===== config.mk =====
export PLATFORM = sky130hd
export DESIGN_NAME = reference_router_wrapper_flat
export DESIGN_NICKNAME = d
export VERILOG_FILES = /design/src/rtl/reference_router_wrapper_if.sv /design/src/rtl/reference_router_wrapper.sv /design/src/flat_wrapper.sv
export SDC_FILE = /design/constraint.sdc
export NUM_CORES = 1
export LEC_CHECK = 0
export ABC_AREA = 1
export BUFFER_PORTS_ARGS = -buffer_cell sky130_fd_sc_hd__buf_2
export CELL_PAD_IN_SITES_DETAIL_PLACEMENT = 1
export CELL_PAD_IN_SITES_GLOBAL_PLACEMENT = 1
export CORE_MARGIN = 3
export CORE_UTILIZATION = 44
export DETAILED_ROUTE_END_ITERATION = 10
export PLACE_DENSITY_LB_ADDON = 0.05
export SYNTH_ARGS = -nofsm -noshare
export SYNTH_HDL_FRONTEND = slang
export SYNTH_SLANG_ARGS = --single-unit

===== constraint.sdc =====
create_clock -name fpga_sysclk_p -period 2 [get_ports fpga_sysclk_p]
set_input_delay 0.1 -clock fpga_sysclk_p [delete_from_list [all_inputs] [get_ports fpga_sysclk_p]]
set_output_delay 0.1 -clock fpga_sysclk_p [all_outputs]
set_load 0.03 [all_outputs]

===== src/rtl/reference_router_wrapper_if.sv =====
// Routed-packet result bus and counter readback port of reference_router_wrapper.
`timescale 1ns/1ps
interface reference_router_wrapper_if #(
  parameter int CNT_W = 16
);
  logic             route_valid;
  logic [4:0]       route_port;
  logic [31:0]      route_dst;
  logic [2:0]       cnt_sel;
  logic [CNT_W-1:0] cnt_value;

  modport master (
    output route_valid, route_port, route_dst, cnt_value,
    input  cnt_sel
  );

  modport slave (
    input  route_valid, route_port, route_dst, cnt_value,
    output cnt_sel
  );
endinterface


===== src/rtl/reference_router_wrapper.sv =====
// Self-driven packet generator feeding a fixed LPM route table, with saturating statistics.
// Optional heartbeat LED toggling every 16 routed packets: define REFROUTER_HEARTBEAT_EN.
`timescale 1ns/1ps
module reference_router_wrapper #(
  parameter int          GAP       = 8,
  parameter logic [15:0] LFSR_SEED = 16'hACE1,
  parameter int          CNT_W     = 16
) (
  input  logic                              fpga_sysclk_p,
  input  logic                              fpga_sysclk_n,
  input  logic                              reset,
  reference_router_wrapper_if.master        rt,
  output logic                              led_heartbeat
);

  localparam logic [15:0]      GAP_LAST = 16'(GAP - 1);
  localparam logic [15:0]      SEED     = (LFSR_SEED == 16'h0000) ? 16'h0001 : LFSR_SEED;
  localparam logic [CNT_W-1:0] CNT_MAX  = '1;

  // Differential complement is not needed; the design runs on the positive leg only.
  logic unused_sysclk_n;
  assign unused_sysclk_n = fpga_sysclk_n;

  function automatic logic [15:0] template_hi(input logic [2:0] k);
    case (k)
      3'd0:    template_hi = 16'h0A02;
      3'd1:    template_hi = 16'h0A01;
      3'd2:    template_hi = 16'hC0A8;
      3'd3:    template_hi = 16'hAC1F;
      default: template_hi = 16'h0808;
    endcase
  endfunction

  // Longest prefixes are tested first so the most specific route wins.
  function automatic logic [4:0] lookup(input logic [15:0] hi);
    if (hi == 16'h0A01)             lookup = 5'b00010;
    else if (hi == 16'hC0A8)        lookup = 5'b00100;
    else if (hi[15:4] == 12'hAC1)   lookup = 5'b01000;
    else if (hi[15:8] == 8'h0A)     lookup = 5'b00001;
    else                            lookup = 5'b10000;
  endfunction

  logic [15:0]      gap_q, gap_d;
  logic             gen_q, gen_d;
  logic [2:0]       k_q, k_d;
  logic [15:0]      lfsr_q, lfsr_d;
  logic             v1_q, v1_d;
  logic [31:0]      dst1_q, dst1_d;
  logic             valid_q, valid_d;
  logic [4:0]       port_q, port_d;
  logic [31:0]      dst_q, dst_d;
  logic [CNT_W-1:0] cnt_q [6];
  logic [CNT_W-1:0] cnt_d [6];

  always_comb begin
    gap_d  = (gap_q == GAP_LAST) ? 16'd0 : gap_q + 16'd1;
    gen_d  = (gap_q == GAP_LAST);
    k_d    = k_q;
    lfsr_d = lfsr_q;
    v1_d   = gen_q;
    dst1_d = '0;
    if (gen_q) begin
      dst1_d = {template_hi(k_q), lfsr_q};
      k_d    = (k_q == 3'd4) ? 3'd0 : k_q + 3'd1;
      lfsr_d = {lfsr_q[14:0], lfsr_q[15] ^ lfsr_q[13] ^ lfsr_q[12] ^ lfsr_q[10]};
    end
    valid_d = v1_q;
    port_d  = v1_q ? lookup(dst1_q[31:16]) : 5'b00000;
    dst_d   = v1_q ? dst1_q : 32'h0;
  end

  always_comb begin
    for (int i = 0; i < 6; i++) cnt_d[i] = cnt_q[i];
    if (valid_q) begin
      for (int i = 0; i < 5; i++)
        if (port_q[i] && cnt_q[i] != CNT_MAX) cnt_d[i] = cnt_q[i] + 1'b1;
      if (cnt_q[5] != CNT_MAX) cnt_d[5] = cnt_q[5] + 1'b1;
    end
  end

  always_ff @(posedge fpga_sysclk_p) begin
    if (!reset) begin
      gap_q   <= '0;
      gen_q   <= 1'b0;
      k_q     <= '0;
      lfsr_q  <= SEED;
      v1_q    <= 1'b0;
      dst1_q  <= '0;
      valid_q <= 1'b0;
      port_q  <= '0;
      dst_q   <= '0;
      for (int i = 0; i < 6; i++) cnt_q[i] <= '0;
    end else begin
      gap_q   <= gap_d;
      gen_q   <= gen_d;
      k_q     <= k_d;
      lfsr_q  <= lfsr_d;
      v1_q    <= v1_d;
      dst1_q  <= dst1_d;
      valid_q <= valid_d;
      port_q  <= port_d;
      dst_q   <= dst_d;
      for (int i = 0; i < 6; i++) cnt_q[i] <= cnt_d[i];
    end
  end

  always_comb begin
    case (rt.cnt_sel)
      3'd0:    rt.cnt_value = cnt_q[0];
      3'd1:    rt.cnt_value = cnt_q[1];
      3'd2:    rt.cnt_value = cnt_q[2];
      3'd3:    rt.cnt_value = cnt_q[3];
      3'd4:    rt.cnt_value = cnt_q[4];
      3'd5:    rt.cnt_value = cnt_q[5];
      default: rt.cnt_value = '0;
    endcase
  end

  assign rt.route_valid = valid_q;
  assign rt.route_port  = port_q;
  assign rt.route_dst   = dst_q;

`ifdef REFROUTER_HEARTBEAT_EN
  logic [3:0] hb_q, hb_d;
  logic       led_q, led_d;

  always_comb begin
    hb_d  = hb_q;
    led_d = led_q;
    if (valid_q) begin
      hb_d = hb_q + 4'd1;
      if (hb_q == 4'd15) led_d = ~led_q;
    end
  end

  always_ff @(posedge fpga_sysclk_p) begin
    if (!reset) begin
      hb_q  <= '0;
      led_q <= 1'b0;
    end else begin
      hb_q  <= hb_d;
      led_q <= led_d;
    end
  end

  assign led_heartbeat = led_q;
`else
  assign led_heartbeat = 1'b0;
`endif

endmodule


===== src/flat_wrapper.sv =====
// flat-port wrapper written by rule: the top's interface ports become plain ports
module reference_router_wrapper_flat 
#(
  parameter int          GAP       = 8,
  parameter logic [15:0] LFSR_SEED = 16'hACE1,
  parameter int          CNT_W     = 16
)
  (fpga_sysclk_p, fpga_sysclk_n, reset, led_heartbeat, rt_route_valid, rt_route_port, rt_route_dst, rt_cnt_value, rt_cnt_sel);
  reference_router_wrapper_if #(.CNT_W(CNT_W)) rt_i ();
  input  logic fpga_sysclk_p;
  input  logic fpga_sysclk_n;
  input  logic reset;
  output logic led_heartbeat;
  output wire logic [$bits(rt_i.route_valid)-1:0] rt_route_valid;
  output wire logic [$bits(rt_i.route_port)-1:0] rt_route_port;
  output wire logic [$bits(rt_i.route_dst)-1:0] rt_route_dst;
  output wire logic [$bits(rt_i.cnt_value)-1:0] rt_cnt_value;
  input wire logic [$bits(rt_i.cnt_sel)-1:0] rt_cnt_sel;
  assign rt_route_valid = rt_i.route_valid;
  assign rt_route_port = rt_i.route_port;
  assign rt_route_dst = rt_i.route_dst;
  assign rt_cnt_value = rt_i.cnt_value;
  assign rt_i.cnt_sel = rt_cnt_sel;
  reference_router_wrapper #(.GAP(GAP), .LFSR_SEED(LFSR_SEED), .CNT_W(CNT_W)) u_core (.fpga_sysclk_p(fpga_sysclk_p), .fpga_sysclk_n(fpga_sysclk_n), .reset(reset), .rt(rt_i), .led_heartbeat(led_heartbeat));
endmodule

==> metrics.cfg <==
[run_status]
status = complete, no violations

[logic_synthesis]
synth_mux_area_share_pct = 0
synth_fa_ha_area_share_pct = 1.61
ys_ff_latch = 187
synth_compound_area_share_pct = 8.04
synth_top_family_by_area = simple AND/OR/NAND/NOR gates
ys_warn_count = 0
syn_inst = 1385
seq_area_frac_synth_pct = 40.2
synthFlopType = dfxtp_1
synth_xor_area_share_pct = 2.26
synth_cell_types = 37
syn_avg_cell_area_um2 = 6.73
synth-simple-area-share_pct = 37.1
synthArstFlopShare_pct = 0
synth_area_um2 = 9320
synth-edff-count = 0

[global_routing]
grt_pass1_wl_um = 43400
first_global_vias = 8751
antenna_found_initial = 0
grt_usage_pct = 23.7
grt_max_degree = 38
grt_overflow = 0

[place]
gp_congestion = 0.892
dp_hpwl_um = 19300
port_buffers = 55
pre_cts_slack_ns = 0.146
numPlacedInstances = 1687

[floorplanning]
initial_core_util_pct = 45.5
die_h_um = 152
core_um2 = 20500
num_io_pins = 61
die-area_um2 = 23000
die_w_um = 152
rows = 52

[clock_tree]
clk_latency_ns = 0.44
postCtsHoldBufs = 0
post_cts_buffers = 0
cts_root_buffer = clkbuf_16
cts_buffers = 17
cts_tree = built
postCtsResizedCells = 0
cts.sinks = 187
clkTransAtPathRegs_ns = 0.08
cts_max_path_buffers = 2
h-tree-depth = 4

[worst_setup_path]
crit_family = compound AO/OA/AOI/OAI gates
startpoint_type = flip-flop
critPathMaxStageDelay_ns = 0.42
critPathKind = reg -> out
critPathMaxFanout = 5
cp_slowest_cell = dfxtp_1
crit_buf_inv = 2
required_ns = 1.90
cp_cell_sequence = inv_1, o22ai_1, a21oi_1, o211ai_1, buf_2
worst_setup_path_end_kind = output pin
arrival_ns = 1.78

[sta]
relSlewSlack_pct = 55.0
rsz0062_at_grt = false
setup_viol = 0
timing.final.ws_setup_ns = 0.118
tightest_slew_ns = 0.675
fmax_mhz = 531
clock_skew_ns = 0.0149
timing.final.crit_share_pct = 94.1
min_period_ns = 1.88
finalHoldViolCount = 0
timing.setup.tns_ns = 0
slew_viol_final = 0

[finish]
layout_common_cells = nand2_1 (342), nor2_1 (261), dfxtp_1 (187)
seq_area_um2 = 3740
drive_above_1_share_pct = 11.5
area_growth_pct = 12.9
nFillCells = 2737
multiInputGateArea_um2 = 4590
final_nets = 1460
instances_no_fill = 1725
antenna_cells = 0
layout_commonest_cell = nand2_1

[power]
p_per_area_nw_per_um2 = 718
total_power_mw = 7.55
cellLeakagePower_nw = 4.34
worst_ir_drop_vdd_uv = 549

[routing]
drtPass1Iterations = 4
vias = 8791
drt.antenna.violating_nets = 0
wl_per_cell_um = 15.4
drcViolationCount = 0
viasPerCell = 5.10
initialDrtViolationCount = 308
wl_um = 26600

[min_path]
hp-class = in -> reg

[job]
cap_violations = 0

## where the power goes
group          internal [mW]  switching [mW]
clock network           1.86            1.81
registers               3.73         0.00495
logic                 0.0320           0.115
## stage by stage
stage	util (%)	cell area (um^2)	hold slack, ns
after floorplan	-	9330	0.379
after global placement	47.9	9820	0.401
after detailed placement	47.9	9820	0.405
after CTS	51.1	10500	0.0263
after global routing	51.3	10500	0.0397
final	51.3	10500	0.0399
## worst register-to-register path: cells and delay by family, from the launching register on
kind | cells | cell delay [ns]
flops | 1 | 0.33
fa+ha+maj | 1 | 0.23
simple gates | 9 | 1.20
## cell usage after synthesis (2+ instances only)
master | count | area, um^2
clkinv_1 | 3 | 11.3
xnor2_1 | 3 | 26.3
nand3_1 | 97 | 485
inv_1 | 180 | 676
inv_2 | 4 | 15.0
nand4_1 | 22 | 138
ha_1 | 12 | 150
o211ai_1 | 7 | 52.6
nor3b_1 | 2 | 15.0
nor2_1 | 261 | 980
nand2_2 | 8 | 50.1
buf_1 | 6 | 22.5
nand2_4 | 2 | 22.5
a22oi_1 | 21 | 158
nor2_4 | 14 | 158
nand3_2 | 9 | 90.1
xor2_1 | 21 | 184
a21oi_1 | 56 | 280
clkbuf_1 | 8 | 30.0
nor3_1 | 27 | 135
nor4_1 | 2 | 12.5
nand2_1 | 342 | 1280
a21oi_2 | 3 | 26.3
nor2_2 | 10 | 62.6
buf_2 | 16 | 80.1
buf_6 | 9 | 101
buf_4 | 9 | 67.6
o21ai_0 | 15 | 75.1
dfxtp_1 | 187 | 3740
o22ai_1 | 22 | 138
## layer usage
layer  share of wire (%)  up-vias  global-route usage [%]
met1                  48     4155                    31.3
li1                    -     4464                       -
met5                   0        -                       0
met3                 3.2       37                    3.69
met2                  47      135                    40.1
met4                 2.1        0                    6.74
## area by class of cell
| cell class | instances | area share, % |
|---|---|---|
| Inverter | 187 | 6.68 |
| Multi-Input combinational cell | 967 | 43.6 |
| Timing Repair Buffer | 82 | 4.67 |
| Tap cell | 270 | 3.21 |
| Sequential cell | 187 | 35.6 |
| Clock inverter | 15 | 2.17 |
| Clock buffer | 17 | 4.05 |
## worst paths after layout
kind	from	slack, ns	endpoint	cells past startpoint
worst min register to register	u_core.dst1_q[5]	0.40	u_core.rt.route_dst[5]	2
worst min-delay path	reset	0.04	u_core.cnt_q[0][74]	3
worst max register to register	u_core.cnt_q[0][0]	0.18	u_core.cnt_q[0][2]	10
worst max-delay path	u_core.cnt_q[0][94]	0.12	rt_cnt_value[14]	5
## registers in the layout, indices dropped and copies added, names as in the netlist
register / count
u_core.cnt_q: 96
u_core.k_q: 3
u_core.gen_q: 1
u_core.gap_q: 16
u_core.rt.route_dst: 24
u_core.v1_q: 1
u_core.lfsr_q: 16
u_core.rt.route_valid: 1
u_core.dst1_q: 24
u_core.rt.route_port: 5
## logic make-up (layout without fill, tap and decap cells)
kind of cell             count (synthesis)  count (layout)
buffers and inverters                  235             301
flip-flops                             187             187
AO/OA/AOI/OAI                          127             127
AND/OR/NAND/NOR                        799             800
adder cells (fa/ha/maj)                 12              12
XOR/XNOR                                24              24
other                                    1               4
Note: power is estimated with default switching activity, not from simulation.
